### config.mk
export PLATFORM = sky130hd
export DESIGN_NAME = dr_reqq
export DESIGN_NICKNAME = d
export VERILOG_FILES = /design/src/rtl/scmem_pkg.sv /design/src/rtl/dr_ring.sv /design/src/rtl/dr_reqq.sv
export SDC_FILE = /design/constraint.sdc
export NUM_CORES = 1
export LEC_CHECK = 0
export ABC_AREA = 1
export BUFFER_PORTS_ARGS = -buffer_cell sky130_fd_sc_hd__buf_2
export CORE_MARGIN = 1
export CORE_UTILIZATION = 50
export DETAILED_ROUTE_END_ITERATION = 8
export PLACE_DENSITY = 0.69
export RECOVER_POWER = 25
export SYNTH_ARGS = -nofsm -noshare
export SYNTH_HDL_FRONTEND = slang
export SYNTH_HIERARCHICAL = 1
export SYNTH_SLANG_ARGS = --single-unit
export TNS_END_PERCENT = 20
### constraint.sdc
create_clock -name clk -period 5.2 [get_ports clk]
set_clock_uncertainty 0.15 [all_clocks]
set_input_delay 0 -clock clk [delete_from_list [all_inputs] [get_ports clk]]
set_output_delay 0 -clock clk [all_outputs]
set_load 0.005 [all_outputs]
### src/rtl/scmem_pkg.sv
// Shared scmem definitions: request payload types and address helpers used by
// the directory request queues.
package scmem_pkg;

    localparam int DR_DRIDBITS    = 6;
    localparam int DR_LINEOFFBITS = 6;
    localparam int SC_PADDRBITS   = 50;

    typedef logic [SC_PADDRBITS-1:0]                sc_paddr_t;
    typedef logic [DR_DRIDBITS-1:0]                 dr_drid_t;
    typedef logic [SC_PADDRBITS-DR_LINEOFFBITS-1:0] dr_line_t;

    typedef enum logic [1:0] {
        DR_CMD_READ_S  = 2'd0,
        DR_CMD_READ_M  = 2'd1,
        DR_CMD_READ_NC = 2'd2,
        DR_CMD_WRITE   = 2'd3
    } dr_cmd_t;

    typedef struct packed {
        dr_cmd_t   cmd;
        sc_paddr_t paddr;
    } I_l2todr_req_type;

    typedef struct packed {
        sc_paddr_t paddr;
    } I_l2todr_pfreq_type;

    typedef struct packed {
        dr_drid_t  drid;
        dr_cmd_t   cmd;
        sc_paddr_t paddr;
    } I_drtomem_req_type;

    typedef struct packed {
        sc_paddr_t paddr;
    } I_drtomem_pfreq_type;

    function automatic dr_line_t line_addr(input sc_paddr_t paddr);
        return paddr[SC_PADDRBITS-1:DR_LINEOFFBITS];
    endfunction

    function automatic sc_paddr_t req_paddr(input I_l2todr_req_type req);
        return req.paddr;
    endfunction

endpackage

### src/rtl/dr_ring.sv
// Shifting queue with index 0 as the oldest entry; optionally replaces the oldest
// (or, with protect_head, the next-oldest) entry when pushed while full.
module dr_ring #(
    parameter int WIDTH       = 8,
    parameter int DEPTH       = 4,
    parameter bit DROP_OLDEST = 1'b0
) (
    input  logic                           clk,
    input  logic                           reset,
    input  logic                           push,
    input  logic [WIDTH-1:0]               din,
    input  logic                           pop,
    input  logic                           protect_head,
    output logic [WIDTH-1:0]               head,
    output logic [$clog2(DEPTH+1)-1:0]     count,
    output logic                           full,
    output logic                           dropped,
    output logic [DEPTH-1:0][WIDTH-1:0]    entries,
    output logic [DEPTH-1:0]               occ
);

    localparam int CW = $clog2(DEPTH+1);
    localparam int AW = $clog2(DEPTH);

    logic [DEPTH-1:0][WIDTH-1:0] mem;
    logic                        do_pop;
    logic                        do_push;
    logic [AW-1:0]               tail;

    assign full    = (count == CW'(DEPTH));
    assign do_pop  = pop && (count != '0);
    assign dropped = DROP_OLDEST && push && full && !do_pop;
    assign do_push = push && (!full || do_pop || dropped);
    assign tail    = AW'(count - CW'(do_pop));

    always_ff @(posedge clk or posedge reset) begin
        if (reset) begin
            count <= '0;
        end else begin
            count <= count + CW'(do_push && !dropped) - CW'(do_pop);
        end
    end

    // NOTE: entry storage has no reset; count alone defines which entries are live.
    always_ff @(posedge clk) begin
        if (dropped) begin
            for (int i = 0; i < DEPTH-1; i++) begin
                if (i >= int'(protect_head)) mem[i] <= mem[i+1];
            end
            mem[DEPTH-1] <= din;
        end else begin
            if (do_pop) begin
                for (int i = 0; i < DEPTH-1; i++) mem[i] <= mem[i+1];
            end
            // Later non-blocking write to the tail slot overrides the shift above.
            if (do_push) mem[tail] <= din;
        end
    end

    always_comb begin
        for (int i = 0; i < DEPTH; i++) occ[i] = (CW'(i) < count);
    end

    assign head    = mem[0];
    assign entries = mem;

endmodule

### src/rtl/dr_reqq.sv
// Directory request queues: demand FIFO with back-pressure and a lossy prefetch
// ring that defers to demands and filters prefetches hitting queued demand lines.
module dr_reqq
    import scmem_pkg::*;
#(
    parameter int REQ_DEPTH = 4,
    parameter int PF_DEPTH  = 4,
    parameter bit PF_DEFER  = 1'b1,
    parameter bit PF_FILTER = 1'b1
) (
    input  logic                clk,
    input  logic                reset,
    input  logic                l2todr_req_valid,
    output logic                l2todr_req_retry,
    input  I_l2todr_req_type    l2todr_req,
    input  logic                l2todr_pfreq_valid,
    output logic                l2todr_pfreq_retry,
    input  I_l2todr_pfreq_type  l2todr_pfreq,
    output logic                drtomem_req_valid,
    input  logic                drtomem_req_retry,
    output I_drtomem_req_type   drtomem_req,
    output logic                drtomem_pfreq_valid,
    input  logic                drtomem_pfreq_retry,
    output I_drtomem_pfreq_type drtomem_pfreq,
    output logic [15:0]         pf_drop_cnt
);

    localparam int DMD_W = $bits(I_l2todr_req_type);
    localparam int PF_W  = $bits(I_l2todr_pfreq_type);
    localparam int DCW   = $clog2(REQ_DEPTH+1);
    localparam int PCW   = $clog2(PF_DEPTH+1);

    I_l2todr_req_type                dmd_head;
    logic [DCW-1:0]                  dmd_count;
    logic                            dmd_full;
    logic                            dmd_dropped;
    logic [REQ_DEPTH-1:0][DMD_W-1:0] dmd_entries;
    logic [REQ_DEPTH-1:0]            dmd_occ;
    logic                            dmd_push;
    logic                            dmd_pop;

    logic [PCW-1:0]                  pf_count;
    logic                            pf_full;
    logic                            pf_dropped;
    logic [PF_DEPTH-1:0][PF_W-1:0]   pf_entries;
    logic [PF_DEPTH-1:0]             pf_occ;
    logic                            pf_hit;
    logic                            pf_push;
    logic                            pf_pop;
    logic                            pf_hold;
    logic                            drop_inc;
    dr_drid_t                        drid;

    assign dmd_push = l2todr_req_valid && !l2todr_req_retry;
    assign dmd_pop  = drtomem_req_valid && !drtomem_req_retry;

    dr_ring #(.WIDTH(DMD_W), .DEPTH(REQ_DEPTH), .DROP_OLDEST(1'b0)) u_dmd_ring (
        .clk          (clk),
        .reset        (reset),
        .push         (dmd_push),
        .din          (l2todr_req),
        .pop          (dmd_pop),
        .protect_head (1'b0),
        .head         (dmd_head),
        .count        (dmd_count),
        .full         (dmd_full),
        .dropped      (dmd_dropped),
        .entries      (dmd_entries),
        .occ          (dmd_occ)
    );

    assign l2todr_req_retry  = dmd_full;
    assign drtomem_req_valid = (dmd_count != '0);

    always_comb begin
        drtomem_req       = '0;
        drtomem_req.drid  = drid;
        drtomem_req.cmd   = dmd_head.cmd;
        drtomem_req.paddr = dmd_head.paddr;
    end

    always_comb begin
        pf_hit = 1'b0;
        if (PF_FILTER) begin
            for (int i = 0; i < REQ_DEPTH; i++) begin
                if (dmd_occ[i] &&
                    line_addr(req_paddr(dmd_entries[i])) == line_addr(l2todr_pfreq.paddr))
                    pf_hit = 1'b1;
            end
        end
    end

    assign l2todr_pfreq_retry = 1'b0;
    assign pf_push = l2todr_pfreq_valid && !pf_hit;
    assign pf_pop  = drtomem_pfreq_valid && !drtomem_pfreq_retry;

    // A presented-but-retried prefetch stays valid even if a demand arrives meanwhile.
    assign drtomem_pfreq_valid = (pf_count != '0) &&
                                 (!PF_DEFER || (dmd_count == '0) || pf_hold);

    dr_ring #(.WIDTH(PF_W), .DEPTH(PF_DEPTH), .DROP_OLDEST(1'b1)) u_pf_ring (
        .clk          (clk),
        .reset        (reset),
        .push         (pf_push),
        .din          (l2todr_pfreq),
        .pop          (pf_pop),
        .protect_head (drtomem_pfreq_valid),
        .head         (drtomem_pfreq),
        .count        (pf_count),
        .full         (pf_full),
        .dropped      (pf_dropped),
        .entries      (pf_entries),
        .occ          (pf_occ)
    );

    assign drop_inc = (l2todr_pfreq_valid && pf_hit) || pf_dropped;

    always_ff @(posedge clk or posedge reset) begin
        if (reset) begin
            drid        <= '0;
            pf_hold     <= 1'b0;
            pf_drop_cnt <= '0;
        end else begin
            if (dmd_pop) drid <= drid + dr_drid_t'(1);
            pf_hold <= drtomem_pfreq_valid && drtomem_pfreq_retry;
            if (drop_inc && pf_drop_cnt != 16'hFFFF) pf_drop_cnt <= pf_drop_cnt + 16'd1;
        end
    end

    logic unused_sink;
    assign unused_sink = ^{dmd_dropped, dmd_entries, pf_full, pf_entries, pf_occ};

endmodule

Yosys cells after proc, flatten, opt, wreduce, memory -nomap -nowiden
Cells that the tools add are included.
{ "classes": {"div_mod_pow": 0, "add_sub_neg": 8, "order_cmp": 9, "n_reduce_logical": 37, "n_shift": 0, "n_bitwise": 0, "n_mul": 0, "n_eq_ne": 8, "mux": 17} }
{ "op_table": {"columns": ["op", "count"], "rows": [
  ["200-bit 2-to-1 mux", 2],
  ["156-bit 2-to-1 mux", 2],
  ["150-bit 2-to-1 mux", 2],
  ["208-bit bitwise mux", 1],
  ["200-bit bitwise mux", 1],
  ["44-bit == test", 4],
  ["52-bit demux with 2-bit select", 1],
  ["50-bit demux with 2-bit select", 1],
  ["50-bit 2-to-1 mux", 2],
  ["52-bit 2-to-1 mux", 1],
  ["1-bit logical AND", 21],
  ["16-bit by 1-bit adder with 16-bit output (second input constant)", 1],
  ["16-bit inequality test (second input constant)", 1],
  ["1-bit logical NOT", 7],
  ["3-bit by 1-bit adder with 3-bit output", 2],
  ["6-bit by 1-bit adder with 6-bit output (second input constant)", 1],
  ["3-bit == test (second input constant)", 2],
  ["1-bit by 3-bit < comparator with 1-bit output (first input constant)", 2],
  ["2-bit by 3-bit < comparator with 1-bit output (first input constant)", 2],
  ["2-bit by 3-bit < comparator with 1-bit output (second input constant)", 2],
  ["3-bit nonzero test", 2],
  ["3-bit by 1-bit subtractor with 3-bit output", 2],
  ["1-bit logical OR", 5],
  ["2-bit by 1-bit >= comparator with 1-bit output (second input constant)", 2],
  ["6 further kinds", 10]
]} }
{ "word_totals": {"reg_bits": 437, "elab_cells": 92, "mem_bits_ro": 0, "in_bits": 108, "mem_bits_rw": 0, "mem_count": 0, "latchBits": 0} }

Longest topological paths before layout
Gate-level depths: netlist of the first run.
{ "depth": {"ltp_word": 15, "ltp_mapped": 22} }

Cells and area by module
The synthesis of the first run kept the hierarchy.
{ "modules_own_cells": {"columns": ["module", "cells_per_inst", "n_inst", "area_each_um2"], "rows": [
  ["dr_ring (u_pf_ring)", 1880, 1, 12326.8],
  ["dr_ring (u_dmd_ring)", 1328, 1, 9720.6],
  ["dr_reqq", 946, 1, 4448.0]
]} }

Worst setup path after synthesis of the first run
Ideal clock, no wire load.
{ "synth_timing": {"path_kind": "reg2reg", "from": "register u_dmd_ring.count[1]", "to": "register u_dmd_ring.mem (netlist bit u_dmd_ring/entries[156]), enable pin", "required_time_ns": 4.588, "arrival_ns": 4.095, "path_stages_with_launch": 13, "setup_time_ns": 0.462, "path_slack_ns": 0.494, "path_buffers": 3, "cell_sequence": "dfrtp_1 > inv_1 > a31oi_1 > buf_4 > nand2_4 > buf_6 > buf_2 > inv_1 > ha_1 > nand2_1 > nand2_1 > nand3_2 > nor2_1"} }
{ "synth_between": {"elab_chain_len": 5, "elab_cells_between_ends": 8, "classes_between": "eq/ne: 1; reduce/logical: 7"} }
{ "synth_rtl": {"columns": ["element", "line_no", "text"], "rows": [
  ["start, declared", "dr_ring.sv:15", "output logic [$clog2(DEPTH+1)-1:0] count,"],
  ["start signal, assigned", "dr_ring.sv:40", "count <= count + CW'(do_push && !dropped) - CW'(do_pop);"],
  ["3-bit nonzero test", "dr_reqq.sv:73", "assign drtomem_req_valid = (dmd_count != '0);"],
  ["1-bit logical AND", "dr_reqq.sv:55", "assign dmd_pop = drtomem_req_valid && !drtomem_req_retry;"],
  ["named net dmd_pop", "dr_reqq.sv:40", "logic dmd_pop;"],
  ["1-bit logical AND", "dr_ring.sv:31", "assign do_pop = pop && (count != '0);"],
  ["1-bit logical OR", "dr_ring.sv:33", "assign do_push = push && (!full || do_pop || dropped);"],
  ["1-bit logical AND", "dr_ring.sv:33", null],
  ["end signal, assigned by index", "dr_ring.sv:50", "mem[DEPTH-1] <= din;"],
  ["end signal, assigned by index", "dr_ring.sv:56", "if (do_push) mem[tail] <= din;"],
  ["end, declared", "dr_ring.sv:25", "logic [DEPTH-1:0][WIDTH-1:0] mem;"]
]} }
The timed path passes the listed nets, and every way through them passes these cells.
A chain may end at the register's enable or synchronous reset.

Worst setup path in the final report of the first run
{ "layout_timing": {"from": "register u_dmd_ring.count[1]", "to": "register u_pf_ring.mem (netlist bit u_pf_ring/entries[94])"} }
{ "layout_between": {"elab_cells_between_ends": 36, "classes_between": "add/sub: 1; order compare: 6; mux: 11; reduce/logical: 18"} }
{ "layout_lines": {"columns": ["element", "line_no", "text"], "rows": [
  ["3-bit logical NOT *", "dr_reqq.sv:99", "(!PF_DEFER || (dmd_count == '0) || pf_hold);"],
  ["1-bit logical OR *", "dr_reqq.sv:99", null],
  ["1-bit logical AND *", "dr_reqq.sv:98", "assign drtomem_pfreq_valid = (pf_count != '0) &&"],
  ["1-bit logical AND *", "dr_reqq.sv:95", "assign pf_pop = drtomem_pfreq_valid && !drtomem_pfreq_retry;"],
  ["named net pf_pop", "dr_reqq.sv:49", "logic pf_pop;"],
  ["1-bit logical AND *", "dr_ring.sv:31", null],
  ["2-bit by 1-bit subtractor with 2-bit output", "dr_ring.sv:34", "assign tail = AW'(count - CW'(do_pop));"],
  ["2-bit by 3-bit < comparator with 1-bit output (implied by the code) or 2-bit by 1-bit >= comparator with 1-bit output (tied branches)", "dr_ring.sv:56", null],
  ["1-bit logical AND (implied by the code)", "dr_ring.sv:56", null],
  ["50-bit 2-to-1 mux (implied by the code)", "dr_ring.sv:56", null],
  ["50-bit demux with 2-bit select", null, null],
  ["200-bit bitwise mux", "dr_ring.sv:56", null],
  ["200-bit 2-to-1 mux", "dr_ring.sv:56", null],
  ["200-bit 2-to-1 mux *", "dr_ring.sv:46", "if (dropped) begin"],
  ["end signal, assigned by index", "dr_ring.sv:50", null],
  ["end signal, assigned by index", "dr_ring.sv:56", null],
  ["end, declared", "dr_ring.sv:25", null]
]} }
Mark *: on every way through the listed nets, which the timed path passes. The rest lies on a longest branch. The select of a mux whose other input is x is not followed.

==> results.yml, run 1 <==
outcome:
  result_of_the_run: "complete, no violations"
clock_tree:
  htreeDepth: 2
  clkSlewWorstSetupHoldPaths_ps: 60
  tritoncts: "done"
  cts_buffer_count: 51
  cts_num_sinks: 437
  clock_path_buffers: 3
  cts.repair.resized: 0
  cts.hold.buffers_added: 141
  clk_root_buffer_cell: "sky130_fd_sc_hd__clkbuf_16"
  cts_setup_buffers: 0
  clock_insertion_delay_worst_skew_ps: 600
sta:
  worstMarginPinSlew_ps: 1210
  max_freq_ghz: 0.242
  hold_violations: 0
  relSlewSlack: 0.187
  totalNegativeSetupSlack_ps: 0
  grt_setup_unrepaired: "false"
  period_share: 0.796
  final_setup_violating_endpoints: 0
  final-max-slew-violation-count: 0
  layout_min_cycle_time_ps: 4140
route:
  route.detailed.drc: 0
  detail_route.wl_per_cell_um: 15.3
  detailed_route_iter0_violations: 2551
  routed-via-count: 25300
  dr.pass1.iters: 6
  ant_nets: 0
  detail_route.wirelength_um: 76700
  post_drt_via_cell_ratio: 5.04
global_route:
  grt_util_all_layers: 0.282
  grt_pass1_vias: 22300
  antenna_found_initial: 13
  grt_max_degree: 121
  grt_pass1_wl_um: 122000
  grt.overflow.total: 0
floorplan:
  die_height_um: 232
  io_pins: 236
  die_area_um2: 53800
  floorplan.rows: 83
  initial_utilization: 0.510
  die_width_um: 232
  floorplan.core_area_um2: 51800
synthesis:
  post_synth_instance_area_um2: 26400
  synth.yosys.warnings: 6
  synth_nets: 4266
  syn-mean-instance-area_um2: 6.38
  synthesis.instances: 4146
pwr:
  total_leakage_power_nw: 15.8
  powerDensity_nw_per_um2: 613
  power.switching_mw: 8.06
  comb_power_share: 0.447
  power_mw: 18.3
  pwr-share-seq: 0.359
  clockPowerShare: 0.194
  power.share.switching: 0.442
  power.internal_mw: 10.2
  vdd_ir_max_v: 0.000352
layout:
  post_route_cells_drive_above_1_share: 0.0671
  area_delta_synth_final_pct: 12.6
  final_net_count: 4398
  layout.cells.most_common_list: "2,003 x sky130_fd_sc_hd__nand2_1, 632 x sky130_fd_sc_hd__nand3_1, 408 x sky130_fd_sc_hd__inv_1"
  layout_commonest_cell: "sky130_fd_sc_hd__nand2_1"
  layoutNonFillerInstCount: 5009
  fillers: 5114
setup_path:
  critPathSlowestCell: "sky130_fd_sc_hd__nand2_2"
  timing_worst_setup_path_type: "reg -> reg"
  critPathCaptureType: "register"
  worstPathMaxFanout: 51
  critical_path.startpoint_type: "register"
  worst_path_max_stage_delay_ps: 860
  worst_path_most_repeated_cell: "sky130_fd_sc_hd__inv_1"
  worstPathCellList: "inv_1 > nand3_1 > a32oi_1 > inv_1 > nor2_4 > nand2_4 > inv_1 > ha_1 > nor2_4 > buf_4 > nand2_2 > nand3_1 > nand2_1 > nand2_1"
  path_buf_inv: 4
  arrival_ps: 4530
  cp.required_ps: 5590
  path_delay_family: "simple AND/OR/NAND/NOR gates"
placement:
  port-buffer-count: 234
  dp_hpwl_um: 47500
  place_inst: 4764
  gp_congestion: 0.876
run:
  max_cap_viol_count: 0
worst_hold_path:
  holdCritPathClass: "in -> reg"
## per-stage QoR
step	utilization	cell area (um2)	worst slack, ps	hold slack (ps)
after detailed placement	0.518	26900	1110	-195
after global routing	0.575	29800	759	79.9
after floorplan	-	26400	494	-396
after CTS	0.577	29900	1080	0.250
final	0.575	29800	1060	64.9
after global placement	0.518	26900	1150	-196
## power by group through the flow
stage	Sequential (mW)	Clock, mW	Combinational, mW
floorplan	6.26	0	6.69
global placement	6.54	0	7.98
detailed placement	6.58	0	8.07
CTS	6.53	3.60	8.19
global route	6.76	3.73	9.38
finish	6.55	3.54	8.16
## path summary, 6_finish.rpt
check	from	endpoint	slack [ps]	cells after the start
worst min-delay path	drtomem_req_retry	u_dmd_ring/head[7]$_DFF_P_	60	8
max in group asynchronous	reset	pf_drop_cnt[14]$_DFFE_PP0P_	4070	3
worst max register to register	u_dmd_ring/count[1]$_DFF_PP0_	u_pf_ring/entries[94]$_DFF_P_	1060	14
min in group asynchronous	reset	pf_hold$_DFF_PP0_	190	3
worst max-delay path	u_dmd_ring/count[1]$_DFF_PP0_	u_pf_ring/entries[94]$_DFF_P_	1060	14
worst min register to register	u_pf_ring/entries[150]$_DFFE_PP_	u_pf_ring/entries[100]$_DFF_P_	310	2
## worst register-to-register path, delay by kind of cell (launching register included)
family	cells	cell delay (ps)
adders and majority gates	1	260
DFF	1	490
buffers and inverters	4	920
and+or+nand+nor	8	1930
AOI/OAI and AO/OA	1	330
## routing by layer
metal / wire, um / up-vias / global-route usage
met5: 35 / - / 0
met4: 2040 / 6 / 0.0851
met3: 5760 / 126 / 0.0494
met2: 34000 / 855 / 0.427
met1: 34800 / 11300 / 0.405
li1: - / 13000 / -
## state kept, by name (all words and copies together), names as in the netlist
signal              flops
u_pf_ring/count         3
pf_drop_cnt            16
u_dmd_ring/head        52
u_dmd_ring/count        3
pf_hold                 1
drid                    6
u_pf_ring/entries     150
u_dmd_ring/entries    156
u_pf_ring/head         50
## layout make-up
class | count | area, um2 | area share
sequential | 437 | 10400 | 0.350
tap | 680 | 851 | 0.0286
timing repair buffer | 406 | 2720 | 0.0911
antenna | 10 | 25.0 | 0.000840
clock buffer | 73 | 1440 | 0.0484
clock inverter | 21 | 181 | 0.00609
multi-input combinational | 2948 | 12500 | 0.421
inverter | 434 | 1630 | 0.0548
No activity file was read; power rests on OpenSTA's default activity.
==> run 2: changes to the inputs <==
PLACE_DENSITY = 0.71   (was 0.69)
clock period = 3.3 ns   (was 5.2 ns; I/O delays follow)
==> run 2 against run 1 <==
Final cell count about the same. First-iteration DRC count up 4.0%. Combinational power grew 64%. Clock-buffer cell count increased by 7. Power grew 61%. Clock power up 62%. Worst hold slack improved by 7.1 ps. Die area did not move. Largest power group unchanged.
==> results.yml, run 2 (synthesis results as in run 1) <==
route:
  routed-via-count: 25300
  route.detailed.drc: 0
  dr.pass1.iters: 5
  post_drt_via_cell_ratio: 5.05
  detail_route.wirelength_um: 76600
  detail_route.wl_per_cell_um: 15.3
  detailed_route_iter0_violations: 2654
  ant_nets: 0
sta:
  relSlewSlack: 0.309
  hold_slack_ps: 72.0
  max_freq_ghz: 0.324
  period_share: 0.935
  final_setup_violating_endpoints: 0
  grt_setup_unrepaired: "false"
  worstMarginPinSlew_ps: 1040
  final-max-slew-violation-count: 0
  totalNegativeSetupSlack_ps: 0
  layout_min_cycle_time_ps: 3080
  hold_violations: 0
floorplan:
  io_pins: 236
  die_height_um: 232
  floorplan.rows: 83
  die_width_um: 232
  initial_utilization: 0.510
  floorplan.core_area_um2: 51800
  die_area_um2: 53800
setup_path:
  critPathCaptureType: "register"
  critical_path.startpoint_type: "register"
  crit_path_end: "u_pf_ring/head[37]$_DFFE_PP_"
  critical_path.reg2reg.startpoint: "u_dmd_ring/count[1]$_DFF_PP0_"
  cp.required_ps: 3500
  arrival_ps: 3290
  worstPathMaxFanout: 50
  worst_setup_path_startpoint: "u_dmd_ring/count[1]$_DFF_PP0_"
  regToRegSetupSlack_ps: 220
  timing_worst_setup_path_type: "reg -> reg"
  reg2reg_to: "u_pf_ring/head[37]$_DFFE_PP_"
  worst_r2r_path_depth: 16
pwr:
  total_leakage_power_nw: 15.9
  powerDensity_nw_per_um2: 979
  vdd_ir_max_v: 0.000580
run:
  max_cap_viol_count: 0
layout:
  layout.cells.most_common_list: "2,003 x sky130_fd_sc_hd__nand2_1, 632 x sky130_fd_sc_hd__nand3_1, 408 x sky130_fd_sc_hd__inv_1"
  layout_commonest_cell: "sky130_fd_sc_hd__nand2_1"
  area_delta_synth_final_pct: 13.5
  post_route_cells_drive_above_1_share: 0.0715
  final_net_count: 4400
  largest_register_ff_count: 156
global_route:
  antenna_found_initial: 16
  grt.met3_usage: 0.0492
  grt_pass1_vias: 22500
  grt_pass1_wl_um: 122000
  grt_util_all_layers: 0.280
  grt_max_degree: 157
  globalRouteMet1Util: 0.397
  grt_util_met2: 0.437
  global_route.peak_usage_layer: "met2"
  grt.overflow.total: 0
placement:
  port-buffer-count: 234
  gp_congestion: 0.874
  dp_hpwl_um: 48200
clock_tree:
  htreeDepth: 2
  clkSlewWorstSetupHoldPaths_ps: 60
  clock_insertion_delay_worst_skew_ps: 600
  tritoncts: "done"
  clock_path_buffers: 3
  cts_num_sinks: 437
  cts_buffer_count: 49
  clk_root_buffer_cell: "sky130_fd_sc_hd__clkbuf_16"
outcome:
  result_of_the_run: "complete, no violations"
worst_hold_path:
  holdCritPathClass: "in -> reg"
-- run 2: repair_timing --
| item | 4_1_cts | 5_1_grt |
|---|---|---|
| setup endpoints to repair | 0 | 72 |
| resized for setup | 0 | 5 |
| hold buffers | 116 | 0 |
| setup buffers | 0 | 1 |
| endpoints found under the hold margin | 452 | 0 |
-- run 2: worst min-delay path by stage --
stage	startpoint	end	slack (ps)	depth (start not counted)
floorplan	reset	u_dmd_ring/count[0]$_DFF_PP0_	-400	1
global placement	reset	u_dmd_ring/count[0]$_DFF_PP0_	-210	2
detailed placement	reset	u_dmd_ring/count[0]$_DFF_PP0_	-210	2
CTS	l2todr_req[15]	u_dmd_ring/entries[171]$_DFFE_PP_	0.06	2
global route	l2todr_req[2]	u_dmd_ring/head[2]$_DFF_P_	80	4
finish	l2todr_req[10]	u_dmd_ring/head[10]$_DFF_P_	70	4
-- run 2: report_power, final --
group	switching, mW	internal [mW]
clock network	2.29	3.43
logic	8.60	4.75
registers	1.88	8.43
total	12.8	16.6
-- run 2: layout make-up --
type / count / area [um2]
well taps: 680 / 851
diodes: 13 / 32.5
inverters: 434 / 1630
fillers: 5067 / 21800
flip-flops and latches: 437 / 10400
clock inverters: 12 / 185
multi-input cells: 2948 / 12500
clock buffers: 80 / 1480
repair buffers: 410 / 2900
-- run 2: layer usage --
| metal | vias to the layer above | routed length [um] |
|---|---|---|
| met5 | - | 44 |
| met4 | 6 | 1710 |
| met3 | 119 | 6150 |
| met2 | 950 | 34200 |
| met1 | 11300 | 34400 |
| li1 | 13000 | - |
-- run 2: critical path, cell delays in order (launching register included) --
cell and delay, ps:
sky130_fd_sc_hd__dfrtp_2 420, sky130_fd_sc_hd__buf_4 160, sky130_fd_sc_hd__inv_1 110, sky130_fd_sc_hd__nand3_1 170
sky130_fd_sc_hd__a32oi_1 230, sky130_fd_sc_hd__inv_1 110, sky130_fd_sc_hd__nor2_4 190, sky130_fd_sc_hd__nand2_4 80
sky130_fd_sc_hd__inv_1 90, sky130_fd_sc_hd__ha_1 270, sky130_fd_sc_hd__nand2_1 100, sky130_fd_sc_hd__inv_2 100
sky130_fd_sc_hd__nand2_2 100, sky130_fd_sc_hd__buf_12 270, sky130_fd_sc_hd__nand3_1 130, sky130_fd_sc_hd__nand2_1 90
sky130_fd_sc_hd__nand2_1 40
-- run 2: per-stage QoR --
stage | power [mW] | util | setup slack (ps) | area [um2] | std cells
finish | 29.4 | 0.579 | 216 | 30000 | 5014
CTS | 29.5 | 0.581 | 137 | 30100 | 5000
floorplan | 20.4 | - | -526 | 26500 | 4146
detailed placement | 23.6 | 0.527 | 147 | 27300 | 4792
global placement | 23.3 | 0.527 | 152 | 27300 | 4792
global route | 31.9 | 0.579 | 7.11 | 30000 | 5013
